--- src/rtl/score_pkg.sv ---
// Shared grade encodings, base-point values and tier limit for the score accumulator.
// Used by score_lane (points/combo/saturation) and score_accumulator (top).
package score_pkg;

  localparam logic [1:0] GRADE_MISS    = 2'b00;
  localparam logic [1:0] GRADE_OK      = 2'b01;
  localparam logic [1:0] GRADE_GOOD    = 2'b10;
  localparam logic [1:0] GRADE_PERFECT = 2'b11;

  localparam logic [2:0] PTS_MISS    = 3'd0;
  localparam logic [2:0] PTS_OK      = 3'd1;
  localparam logic [2:0] PTS_GOOD    = 3'd2;
  localparam logic [2:0] PTS_PERFECT = 3'd4;

  localparam int unsigned MAX_TIER = 2;

  function automatic logic [2:0] base_points(input logic [1:0] grade);
    logic [2:0] pts;
    case (grade)
      GRADE_OK:      pts = PTS_OK;
      GRADE_GOOD:    pts = PTS_GOOD;
      GRADE_PERFECT: pts = PTS_PERFECT;
      default:       pts = PTS_MISS;
    endcase
    return pts;
  endfunction

endpackage

--- src/rtl/score_lane.sv ---
// One player channel: tiered points, saturating combo counter and clamped score
// with a sticky saturation flag.
module score_lane
  import score_pkg::*;
#(
  parameter int unsigned W          = 8,
  parameter int unsigned CW         = 4,
  parameter int unsigned COMBO_STEP = 4
) (
  input  logic          C,
  input  logic          INIT,
  input  logic          hit_valid,
  input  logic [1:0]    hit_grade,
  input  logic          clr,
  output logic [W-1:0]  score,
  output logic [CW-1:0] combo,
  output logic          sat
);

  // Tier comes from the combo value before the current hit is counted.
  function automatic logic [1:0] tier_of(input logic [CW-1:0] c);
    int unsigned q;
    q = 32'(c) / COMBO_STEP;
    return (q >= MAX_TIER) ? 2'(MAX_TIER) : 2'(q);
  endfunction

  logic [2:0] base;
  logic [1:0] tier;
  logic [W:0] points;
  logic [W:0] sum;
  logic       combo_full;

  // Largest award is 4 << 2 = 16, which fits in W+1 bits for every legal W.
  assign base       = base_points(hit_grade);
  assign tier       = tier_of(combo);
  assign points     = {{(W-2){1'b0}}, base} << tier;
  assign sum        = {1'b0, score} + points;
  assign combo_full = &combo;

  always_ff @(posedge C or posedge INIT) begin
    if (INIT) begin
      score <= '0;
      combo <= '0;
      sat   <= 1'b0;
    end else if (clr) begin
      score <= '0;
      combo <= '0;
      sat   <= 1'b0;
    end else if (hit_valid) begin
      if (hit_grade == GRADE_MISS) begin
        combo <= '0;
      end else begin
        if (sum[W]) begin
          score <= '1;
          sat   <= 1'b1;
        end else begin
          score <= sum[W-1:0];
        end
        if (!combo_full) begin
          combo <= combo + 1'b1;
        end
      end
    end
  end

endmodule

--- src/rtl/score_accumulator.sv ---
// Multi-channel score accumulator: CH independent score_lane instances plus an
// optional high-score tracker, compiled in only when SCORE_HIGH_EN is defined.
module score_accumulator
  import score_pkg::*;
#(
  parameter int unsigned CH         = 2,
  parameter int unsigned W          = 8,
  parameter int unsigned CW         = 4,
  parameter int unsigned COMBO_STEP = 4
) (
  input  logic             C,
  input  logic             INIT,
  input  logic [CH-1:0]    hit_valid,
  input  logic [2*CH-1:0]  hit_grade,
  input  logic             clr,
  output logic [CH*W-1:0]  score,
  output logic [CH*CW-1:0] combo,
  output logic [CH-1:0]    sat,
  output logic [W-1:0]     high_score
);

  for (genvar gi = 0; gi < CH; gi++) begin : g_lane
    score_lane #(
      .W          (W),
      .CW         (CW),
      .COMBO_STEP (COMBO_STEP)
    ) u_lane (
      .C         (C),
      .INIT      (INIT),
      .hit_valid (hit_valid[gi]),
      .hit_grade (hit_grade[2*gi +: 2]),
      .clr       (clr),
      .score     (score[gi*W +: W]),
      .combo     (combo[gi*CW +: CW]),
      .sat       (sat[gi])
    );
  end

`ifdef SCORE_HIGH_EN
  logic [W-1:0] high_reg;
  logic [W-1:0] high_next;

  // Folding the current high value into the max makes the register monotonic;
  // clr does not touch it, only INIT does.
  always_comb begin
    high_next = high_reg;
    for (int k = 0; k < CH; k++) begin
      if (score[k*W +: W] > high_next) begin
        high_next = score[k*W +: W];
      end
    end
  end

  always_ff @(posedge C or posedge INIT) begin
    if (INIT) begin
      high_reg <= '0;
    end else begin
      high_reg <= high_next;
    end
  end

  assign high_score = high_reg;
`else
  assign high_score = '0;
`endif

endmodule

--- config.mk ---
export PLATFORM = sky130hd
export DESIGN_NAME = score_accumulator
export DESIGN_NICKNAME = d
export VERILOG_FILES = /design/src/rtl/score_pkg.sv /design/src/rtl/score_lane.sv /design/src/rtl/score_accumulator.sv
export SDC_FILE = /design/constraint.sdc
export NUM_CORES = 1
export LEC_CHECK = 0
export CAP_MARGIN = 10
export CORE_ASPECT_RATIO = 0.7
export CORE_MARGIN = 2
export CORE_UTILIZATION = 60
export DETAILED_ROUTE_END_ITERATION = 7
export DONT_BUFFER_PORTS = 1
export MAX_ROUTING_LAYER = met4
export PLACE_DENSITY = 0.76
export SYNTH_ARGS = -nofsm -noshare
export SYNTH_HDL_FRONTEND = slang
export SYNTH_HIERARCHICAL = 1
export SYNTH_SLANG_ARGS = --single-unit
--- constraint.sdc ---
create_clock -name C -period 6.35 [get_ports C]
set_clock_uncertainty 0.1 [all_clocks]
set_input_delay 1.27 -clock C [delete_from_list [all_inputs] [get_ports C]]
set_output_delay 1.27 -clock C [all_outputs]
set_load 0.05 [all_outputs]
---- Word level (Yosys, flattened, before mapping) ----
Cells that the tools add are included.
storage, ports and cells
  output and inout port bits .............. 34
  memories ................................ 0
  word-level logic and storage cells ...... 66
  latch bits .............................. 0
  bits in writable memories ............... 0
  bits in read-only memories .............. 0
  register bits after elaboration ......... 26
  input port bits ......................... 9
cells by class
  shift-type cells ........................ 2
  multipliers ............................. 0
  eq/ne operators ......................... 10
  add/sub/neg operators ................... 4
  div/mod/pow operators ................... 0
  mux-type cells .......................... 28
  reductions and logical operators ........ 14
  order comparisons ....................... 2
  bitwise logic cells ..................... 0
operators by type and width
  cell                                                                    number
  8-bit 2-to-1 mux                                                        8
  4-bit 2-to-1 mux                                                        8
  8-bit by 9-bit adder with 9-bit output                                  2
  3-bit one-hot mux with 3 select lines                                   2
  3-bit by 2-bit << shifter with 9-bit output                             2
  4-bit by 1-bit adder with 4-bit output (second input constant)          2
  2-bit equality test (second input constant)                             4
  1-bit 2-to-1 mux                                                        8
  2-bit AND reduction                                                     4
  4-bit AND reduction                                                     2
  2-bit nonzero test                                                      4
  3-bit inequality test (second input constant)                           2
  3-bit AND reduction                                                     2
  2-bit by 1-bit equality test with 1-bit output (second input constant)  2
  2-bit >= comparator (second input constant)                             2
  2-bit zero test                                                         2
  2-bit 2-to-1 mux                                                        2
  2-bit inequality test (second input constant)                           2

---- Depth between registers and ports, before layout ----
Gate-level depths: netlist of run 1.
  depth after elaboration ................. 8
  mapped depth ............................ 9
  gate-level depth less buffers ........... 8

---- Hierarchy ----
Netlist of run 1, hierarchy kept.
by module, submodules not included
  module                         cells an instance  times used  seq. area each (µm²)  area each (µm²)
  score_lane (g_lane[1].u_lane)  118                1           325.3                 1059.8
  score_lane (g_lane[0].u_lane)  114                1           325.3                 1003.5
  score_accumulator              9                  1           0.0                   63.8

---- Least setup slack after synthesis of run 1 ----
No wires, ideal clock.
  kind .................................... in2reg
  start point ............................. in hit_grade[2]
  end point ............................... reg g_lane[1].u_lane.score[5]
  library setup time ...................... 0.131 ns
  arrival time ............................ 3.013 ns
  setup slack ............................. 3.107 ns
  data required time ...................... 6.119 ns
  stages .................................. 9
  buffers on the path ..................... 1
  cell sequence ........................... buf_6 -> and2b_2 -> nor3b_1 -> ha_1 -> fa_1 -> a21oi_1 -> o21ai_2 -> a311oi_1 -> a21oi_1
on the way
  cells in the longest elaborated chain, start to end .. 8
  elaborated cells between the ends (all ways) .. 13
  those cells by class .................... add/sub (1); eq/ne (4); shift (1); mux (5); reduce/logical (2)
RTL lines
  item                                                                                          line                     source
  from (decl)                                                                                   score_accumulator.sv:14  input logic [2*CH-1:0] hit_grade,
  2-bit equality test / 2-bit by 1-bit equality test with 1-bit output (equally long branches)  score_pkg.sv:19          case (grade)
  3-bit one-hot mux with 3 select lines                                                         score_pkg.sv:19
  3-bit by 2-bit << shifter with 9-bit output                                                   score_lane.sv:36         assign points = {{(W-2){1'b0}}, base} << tier;
  8-bit by 9-bit adder with 9-bit output                                                        score_lane.sv:37         assign sum = {1'b0, score} + points;
  8-bit 2-to-1 mux                                                                              score_lane.sv:53         if (sum[W]) begin
  8-bit 2-to-1 mux                                                                              score_lane.sv:50         if (hit_grade == GRADE_MISS) begin
  8-bit 2-to-1 mux                                                                              score_lane.sv:49         end else if (hit_valid) begin
  8-bit 2-to-1 mux                                                                              score_lane.sv:45         end else if (clr) begin
  to (signal assigned)                                                                          score_lane.sv:57         score <= sum[W-1:0];
  to (decl)                                                                                     score_lane.sv:15         output logic [W-1:0] score,
Several ways; a longest one is shown, not always the timed one. The select of a mux whose other input is x is not followed.
A chain may end at the register's enable or synchronous reset.

---- Worst setup path in the final report of run 1 ----
  start point ............................. in hit_grade[3]
  end point ............................... reg g_lane[1].u_lane.score[6]
Same word-level chain as after synthesis.

==> results of run 1 <==
## report_power, final
group / leakage, nW / internal [mW] / switching (mW) / total [mW]
clock network: 0.0288 / 0.0554 / 0.0515 / 0.107
logic: 0.560 / 0.0285 / 0.0507 / 0.0793
registers: 0.354 / 0.173 / 0.0399 / 0.213
## through the flow
| step | area [um^2] | cells |
|---|---|---|
| final | 2140 | 284 |
| after global routing | 2140 | 284 |
| after CTS | 2140 | 284 |
| after detailed placement | 2080 | 280 |
| after global placement | 2080 | 280 |
| after floorplan | 2150 | 248 |
## critical path, cell delays in order
cell	delay, ns
and2b_2	0.20
nor3b_1	0.21
ha_1	0.27
fa_1	0.24
a21oi_1	0.10
o21ai_2	0.29
a21oi_1	0.11
a311oi_1	0.37
## cell usage after synthesis, drive strengths merged (2+ instances only)
library cell,instances
a211oi,8
a21boi,2
a21o,6
a21oi,16
a311oi,3
a31oi,6
and3,5
buf,18
conb,3
dfrtp,26
fa,2
ha,14
inv,10
nand2,25
nand2b,4
nand3,5
nand3b,2
nand4,2
nor2,19
nor2b,2
nor3,2
nor3b,7
o211ai,2
o21a,5
o21ai,21
o21ba,2
o21bai,5
or3,2
xnor2,5
xor2,2
## flip-flops by register name, summed over array words and instances, names as in the netlist
register and count:
g_lane.u_lane/combo 8, g_lane.u_lane/sat 2, g_lane.u_lane/score 16
## kinds of logic (layout without fill, tap and decap cells)
group                      after synthesis  count (layout)
DFF                                     26              26
and+or+nand+nor                         78              78
other                                    3              10
AOI/OAI and AO/OA                       83              83
buffers and inverters                   28              14
xor gates and xnor gates                 7               7
adders and majority gates               16              16
## how the worst min path moves through the flow
stage                              start  cells past startpoint  slack, ns                    to
floorplan           g_lane[1].u_lane/sat                      2       0.64  g_lane[1].u_lane/sat
global placement    g_lane[1].u_lane/sat                      2       0.66  g_lane[1].u_lane/sat
detailed placement  g_lane[0].u_lane/sat                      2       0.67  g_lane[0].u_lane/sat
CTS                 g_lane[0].u_lane/sat                      2       0.68  g_lane[0].u_lane/sat
global route        g_lane[1].u_lane/sat                      2       0.74  g_lane[1].u_lane/sat
finish              g_lane[0].u_lane/sat                      2       0.68  g_lane[0].u_lane/sat
## per-layer routing
layer / part of all wire / global-route usage
met1: 0.51 / 0.368
met2: 0.40 / 0.306
met3: 0.093 / 0.0899
met4: 0.0051 / 0.0409
met5: 0 / -
## final cells by class
class                   instances  area, um^2
clock buffers                   4        55.1
fillers                       321        1330
inverters                      10        37.5
multi-input cells             194        1330
flip-flops and latches         26         651
well taps                      50        62.6
==> reports/metrics.cfg, run 1 <==
[finish]
nNetsFinal=260
drive_above_1_share=0.0940
final_cell_mix=26 x dfrtp_1, 25 x nand2_1, 19 x nor2_1, 16 x a21oi_1, 14 x ha_1
layout_commonest_cell=dfrtp_1
diodes=0
area_growth_syn_to_layout_pct=0.588
final_util=0.617

[routing]
drt_pass1_iterations=4
ant_nets=0
drtIter0Drc=88
viasPerCell=5.90
vias=1675
finalWirelength_um=4340
drc_errors=0
routedWlPerCell_um=15.3

[cts]
h-tree-depth=1
cts.clk_slew.worst_paths_ns=0.08
cts_root_buf=clkbuf_8
hold_buffers=0
clock-sinks=26
cts_buffers=3
cts_resized=0
clockBufferDepth=2
post_cts_buffers=0
cts_tree=done
clk_latency_ns=0.27

[power]
peakVddDrop_mv=0.144
p_leak_nw=0.943
p_total_uw=399
power_density_nw_per_um2=186

[floorplan]
start_util=0.613
io_pins=43
dieWidth_um=75.2
die_y_um=53.8
core_area_um2=3470
row_count=18
die-area_um2=4050

[timing]
fin_setup_tns_ns=0
fmax_ghz=0.332
hold_viol_final=0
max_slew_margin=0.524
min_period_ns=3.01
hold_ws_ns=0.680
setup_viol=0
worst_slack_ns=3.34
rsz0062_at_grt=no
tightest_slew_ns=0.715
drv_slew=0
fin_crit_sh=0.474

[placed_design]
io_buffers=0
place_ws_ns=3.07
gp_congestion=0.846
dp_hpwl_um=3270

[yosys]
yosys_most_used_dff=dfrtp_1
ys_ff_latch=26
synth-warning-count=6
synth_edf_count=0
async_reset_ff_frac=1.00
synthMuxAreaShare=0
synthAdderAreaFrac=0.101
ys_seq_area_frac=0.306
synth_top_area_share=0.306
synthCells=241
synthXorXnorAreaFrac=0.0288
syn_area_per_cell_um2=8.83
netlist_area_um2=2130
netlist_top_cells_area=dfrtp_1 31%, ha_1 8.2%, nand2_1 4.4%
synth.largest_area_cell=dfrtp_1
synth-compound-area-share=0.278
synth_simple_gate_area_share=0.201
synth.distinct_cells=51
synth_top_family_by_area=compound AO/OA/AOI/OAI gates

[worst_setup_path]
r2r_start=g_lane[1].u_lane/combo[2]
worstSetupEndpoint=g_lane[1].u_lane/score[6]
critical_path_class=in -> reg
cp_max_fo=8
critPathLaunchType=input pin
critPathLaunch=hit_grade[3]
endpoint_kind=flip-flop
reg2reg_slack_ns=3.62
reg2reg_depth=8
reg2reg_to=g_lane[1].u_lane/score[7]
required_ns=6.40
cp.arrival_ns=3.06

[global_route]
grt_pass1_wl_um=7230
antenna_found_initial=0
first_global_vias=1475
track_usage=0.243
grt_start_max_net_pins=24
gr-total-overflow=0

[outcome]
outcome=finished, final reports clean

[flow_run]
cap_violations=0

[min_path]
min_path_type=reg -> reg

(Power assumes the default switching activity.)
==> inputs of run 2 (changes only) <==
==> constraint.sdc (replaced) <==
create_clock -name C -period 3.1 [get_ports C]
set_clock_uncertainty 0.1 [all_clocks]
set_input_delay 0.62 -clock C [delete_from_list [all_inputs] [get_ports C]]
set_output_delay 0.62 -clock C [all_outputs]
set_load 0.05 [all_outputs]
==> reports/metrics.cfg, run 2 (same netlist as run 1, synthesis figures left out) <==
[outcome]
outcome=finished, final reports clean

[placed_design]
gp_congestion=0.820  ; -3.1%
io_buffers=0  ; unchanged
dp_hpwl_um=3290  ; +0.58%
place_ws_ns=0.505  ; -2.57 ns
dp.cells=284  ; +1.4%

[cts]
cts.clk_slew.worst_paths_ns=0.09  ; about the same
clockBufferDepth=2  ; unchanged
cts_resized=0  ; unchanged
hold_buffers=0  ; unchanged
cts_tree=done
cts_root_buf=clkbuf_8
clk_latency_ns=0.27  ; about the same
cts_buffers=3  ; unchanged
clock-sinks=26  ; unchanged
h-tree-depth=1  ; unchanged
post_cts_buffers=0  ; unchanged

[global_route]
grt_start_max_net_pins=24  ; unchanged
grt_pass1_wl_um=7160  ; -0.95%
gr-total-overflow=0  ; unchanged
antenna_found_initial=0  ; unchanged
track_usage=0.240  ; -0.00217
first_global_vias=1500  ; +1.7%

[timing]
setup_viol=0  ; unchanged
drv_slew=0  ; unchanged
max_slew_margin=0.552  ; +0.0282
fin_setup_tns_ns=0  ; unchanged
fmax_ghz=0.422
min_period_ns=2.37
fin_crit_sh=0.764
worst_slack_ns=0.732  ; -2.61 ns
hold_viol_final=0  ; unchanged
rsz0062_at_grt=no
tightest_slew_ns=0.672  ; -0.0422 ns

[routing]
routedWlPerCell_um=15.0  ; -1.7%
drt_pass1_iterations=4  ; unchanged
finalWirelength_um=4330  ; -0.32%
wl_met3_um=347  ; -14%
top_layer_used=met4
drc_errors=0  ; unchanged
wl_met1_um=2250  ; +2.4%
drtIter0Drc=81  ; -8.0%
ant_nets=0  ; unchanged
viasPerCell=5.98  ; +1.4%
dr_wl_met2_um=1680  ; -2.4%
vias=1722  ; +2.8%

[finish]
largest_register=g_lane.u_lane/score
nNetsFinal=264  ; +1.5%
final_cell_mix=26 x dfrtp_1, 25 x nand2_1, 19 x nor2_1, 16 x a21oi_1, 14 x ha_1
layout_commonest_cell=dfrtp_1
reg.largest.list=g_lane.u_lane/score (16), g_lane.u_lane/combo (8), g_lane.u_lane/sat (2)
drive_above_1_share=0.109  ; +0.0152
final.fill_count=310  ; -3.4%
diodes=0  ; unchanged
area_growth_syn_to_layout_pct=2.00
final_util=0.626  ; +0.00866
finalNonFillerCells=288  ; +1.4%
largest_register_ffs=16  ; unchanged

[floorplan]
start_util=0.613  ; unchanged
row_count=18  ; unchanged
die-area_um2=4050  ; unchanged
core_area_um2=3470  ; unchanged
io_pins=43  ; unchanged
die_y_um=53.8  ; unchanged
dieWidth_um=75.2  ; unchanged

[power]
power_density_nw_per_um2=375  ; +100%
peakVddDrop_mv=0.215  ; +49%
p_leak_nw=0.964  ; +2.3%

[worst_setup_path]
cp_max_fo=5  ; -3
critPathLaunchType=flip-flop
required_ns=3.15  ; -3.25 ns
reg2reg_depth=6  ; -2
critical_path_class=reg -> reg
endpoint_kind=flip-flop
cp.arrival_ns=2.42  ; -0.64 ns
reg2reg_to=g_lane[1].u_lane/score[5]
reg2reg_slack_ns=0.73  ; -2.89 ns
r2r_start=g_lane[1].u_lane/score[0]

[flow_run]
cap_violations=0  ; unchanged

[min_path]
min_path_type=in -> async

[run 2: layer usage]
layer	vias to the layer above	global-route usage
met5	-	-
met4	0	0.0673
met3	6	0.0581
met2	65	0.313
met1	796	0.365
li1	855	-
[run 2: per-stage QoR]
| stage | total power, mW | instance area, um^2 | hold slack [ns] |
|---|---|---|---|
| after floorplan | 0.595 | 2150 | 0.397 |
| after global placement | 0.602 | 2110 | 0.470 |
| after detailed placement | 0.604 | 2110 | 0.470 |
| after CTS | 0.823 | 2170 | 0.167 |
| after global routing | 0.859 | 2170 | 0.199 |
| final | 0.814 | 2170 | 0.156 |
[run 2: final cells by class]
class                      instances  area [um^2]  share of cell area
inverter                          10         37.5              0.0173
sequential                        26          651               0.300
clock buffer                       4         55.1              0.0254
timing repair buffer               4         30.0              0.0138
tap                               50         62.6              0.0288
multi-input combinational        194         1330               0.615
[run 2: power breakdown]
part	total (mW)	switching [mW]	internal [mW]
clock network	0.215	0.102	0.113
registers	0.431	0.0766	0.354
logic	0.168	0.109	0.0598
total	0.814	0.287	0.527
[run 2: worst max path at each step]
stage | slack [ns] | endpoint | startpoint | cells past startpoint
4_1_cts | 0.73 | g_lane[0].u_lane/score[5] | g_lane[0].u_lane/score[0] | 6
2_1_floorplan | 0.51 | g_lane[1].u_lane/score[5] | hit_grade[2] | 9
6_report | 0.73 | g_lane[1].u_lane/score[5] | g_lane[1].u_lane/score[0] | 6
3_3_place_gp | 0.52 | g_lane[1].u_lane/score[5] | hit_grade[3] | 8
3_5_place_dp | 0.51 | g_lane[1].u_lane/score[5] | hit_grade[3] | 8
5_1_grt | 0.55 | g_lane[0].u_lane/score[7] | g_lane[0].u_lane/combo[3] | 8
[run 2: worst max-delay path, cell delays in order, from the launching register on]
cell	delay (ns)
dfrtp_1	0.60
ha_1	0.36
fa_1	0.42
a21oi_1	0.25
o21ai_2	0.16
a311oi_1	0.28
a21oi_1	0.09
==> inputs of run 3 (changes only) <==
--- a/config.mk
+++ b/config.mk
@@ -8,7 +8,7 @@
 export CAP_MARGIN = 10
 export CORE_ASPECT_RATIO = 0.7
 export CORE_MARGIN = 2
-export CORE_UTILIZATION = 60
+export CORE_UTILIZATION = 58
 export DETAILED_ROUTE_END_ITERATION = 7
 export DONT_BUFFER_PORTS = 1
 export MAX_ROUTING_LAYER = met4
==> constraint.sdc (replaced) <==
create_clock -name C -period 2.1 [get_ports C]
set_clock_uncertainty 0.1 [all_clocks]
set_input_delay 0.42 -clock C [delete_from_list [all_inputs] [get_ports C]]
set_output_delay 0.42 -clock C [all_outputs]
set_load 0.05 [all_outputs]
==> reports/metrics.cfg, run 3 (same netlist as run 1, synthesis figures left out) <==
[finish]
drive_above_1_share=0.371  ; +0.261
nNetsFinal=304  ; +15%
layout_commonest_cell=buf_4
area_growth_syn_to_layout_pct=31.1
final_cell_mix=38 x buf_4, 25 x nand2_1, 22 x dfrtp_1, 16 x nor2_1
reg.largest.list=g_lane.u_lane/score (16), g_lane.u_lane/combo (8), g_lane.u_lane/sat (2)
diodes=0  ; unchanged
largest_register=g_lane.u_lane/score
finalNonFillerCells=328  ; +14%
largest_register_ffs=16  ; unchanged

[outcome]
outcome=finished with violations
violations=setup timing

[worst_setup_path]
cp.arrival_ns=2.32  ; -0.10 ns
critPathLaunchType=flip-flop
cp_max_fo=8  ; +3
cp_slowest_cell=dfrtp_2
endpoint_kind=flip-flop
reg2reg_slack_ns=-0.12  ; -0.85 ns
reg2reg_to=g_lane[1].u_lane/score[1]
required_ns=2.20  ; -0.95 ns
r2r_start=g_lane[1].u_lane/combo[3]
cpPeakStageDelay_ns=0.49  ; -0.11 ns
reg2reg_depth=7  ; +1
critical_path_class=reg -> reg
path_cells=and3_2, ha_1, nand2_1, o21ai_4, nand3_4, buf_12, a31oi_4

[floorplan]
core_area_um2=3510  ; +1.3%
start_util=0.605  ; -0.00786
dieWidth_um=76.4  ; +1.6%
row_count=18  ; unchanged
die-area_um2=4180  ; +3.2%
io_pins=43  ; unchanged
die_y_um=54.7  ; +1.6%

[global_route]
track_usage=0.263  ; +0.0230
grt_pass1_wl_um=8340  ; +16%
gr-total-overflow=0  ; unchanged
antenna_found_initial=0  ; unchanged
grt_start_max_net_pins=24  ; unchanged
first_global_vias=1807  ; +20%

[power]
peakVddDrop_mv=0.302  ; +40%
p_leak_nw=1.21  ; +25%
power_density_nw_per_um2=521  ; +39%

[routing]
finalWirelength_um=6040  ; +39%
viasPerCell=6.11  ; +2.2%
drc_errors=0  ; unchanged
drtIter0Drc=127  ; +57%
dr_wl_met2_um=2930  ; +74%
ant_nets=0  ; unchanged
wl_met3_um=319  ; -8.1%
vias=2005  ; +16%
wl_met1_um=2700  ; +20%
top_layer_used=met4
routedWlPerCell_um=18.4  ; +22%
drt_pass1_iterations=4  ; unchanged

[timing]
worst_slack_ns=-0.121  ; -0.853 ns
fmax_ghz=0.450  ; +6.6%
tightest_slew_ns=0.652  ; -0.0202 ns
min_period_ns=2.22  ; -0.147 ns
max_slew_margin=0.565  ; +0.0135
rsz0062_at_grt=yes
hold_viol_final=0  ; unchanged
hold_ws_ns=0.0885  ; -0.0673 ns
fin_crit_sh=1.06  ; +0.294
drv_slew=0  ; unchanged
setup_viol=11  ; +11

[min_path]
min_path_type=in -> reg
holdPathStages=1
hold_start=clr
min_to=g_lane[1].u_lane/score[0]

[placed_design]
gp_congestion=0.969  ; +18%
dp_hpwl_um=3540  ; +7.7%
dp.cells=312  ; +9.9%
io_buffers=0  ; unchanged

[cts]
cts.clk_slew.worst_paths_ns=0.10  ; about the same
cts_tree=done
clock-sinks=26  ; unchanged
clockBufferDepth=2  ; unchanged
cts_root_buf=clkbuf_8
clk_latency_ns=0.28  ; about the same
cts_buffers=3  ; unchanged
h-tree-depth=1  ; unchanged

[flow_run]
cap_violations=0  ; unchanged

run 3: changes by cell type in the layout (fill, tap and decap cells not counted), sizes merged:
cell,before,now
buf,4,43
dlygate4sd3,0,1
clkbuf,4,3
bufinv,0,1
run 3: worst max path at each step:
stage | cells past startpoint | endpoint | from | slack (ns)
after global routing | 7 | g_lane[1].u_lane/score[1] | g_lane[1].u_lane/combo[3] | -0.19
after global placement | 8 | g_lane[1].u_lane/score[7] | hit_grade[3] | -0.10
final | 7 | g_lane[1].u_lane/score[1] | g_lane[1].u_lane/combo[3] | -0.12
after detailed placement | 8 | g_lane[1].u_lane/score[4] | hit_grade[3] | -0.21
after floorplan | 9 | g_lane[1].u_lane/score[7] | g_lane[1].u_lane/combo[2] | -0.16
after CTS | 8 | g_lane[1].u_lane/score[4] | g_lane[1].u_lane/combo[2] | -0.05
run 3: what timing repair did:
item | in CTS | in global routing
hold buffers | 1 | 0
setup buffers | 7 | 4
pin swaps | 16 | 17
endpoints found under the setup margin | 18 | 18
hold endpoints to repair | 26 | 0
gates resized for setup | 15 | 28
run 3: where the power goes:
part | internal (mW) | leakage (nW) | switching [mW] | total, mW
clock network | 0.255 | 0.0357 | 0.178 | 0.433
logic | 0.168 | 0.823 | 0.306 | 0.475
registers | 0.525 | 0.348 | 0.0220 | 0.547
run 3: through the flow:
step	utilization	setup WS (ns)	power [mW]	setup TNS [ns]	cell area, um^2
6_report	0.794	-0.121	1.45	-0.819	2790
5_1_grt	0.794	-0.188	1.52	-2.05	2790
4_1_cts	0.738	-0.0541	1.40	-0.280	2590
3_5_place_dp	0.673	-0.208	0.947	-1.56	2370
3_3_place_gp	0.673	-0.103	0.941	-0.884	2370
2_1_floorplan	-	-0.161	0.887	-0.856	2230
run 3: area by class of cell:
cell class,count,area [um^2]
multi-input cells,194,1590
fillers,223,724
flip-flops and latches,26,656
repair buffers,44,369
well taps,50,62.6
clock buffers,3,41.3
inverters,10,37.5
clock inverters,1,30.0
run 3: routing by layer:
metal,vias up,GRT usage
met2,64,0.444
li1,920,-
met3,10,0.0528
met1,1011,0.343
met5,-,-
met4,0,0.0455
run 3: critical path, delay by kind of cell (launching register included):
kind                     cells  cell delay (ns)
AND/OR/NAND/NOR              3             0.54
flip-flops                   1             0.49
adder cells (fa/ha/maj)      1             0.42
AO/OA/AOI/OAI                2             0.40
buffers and inverters        1             0.20
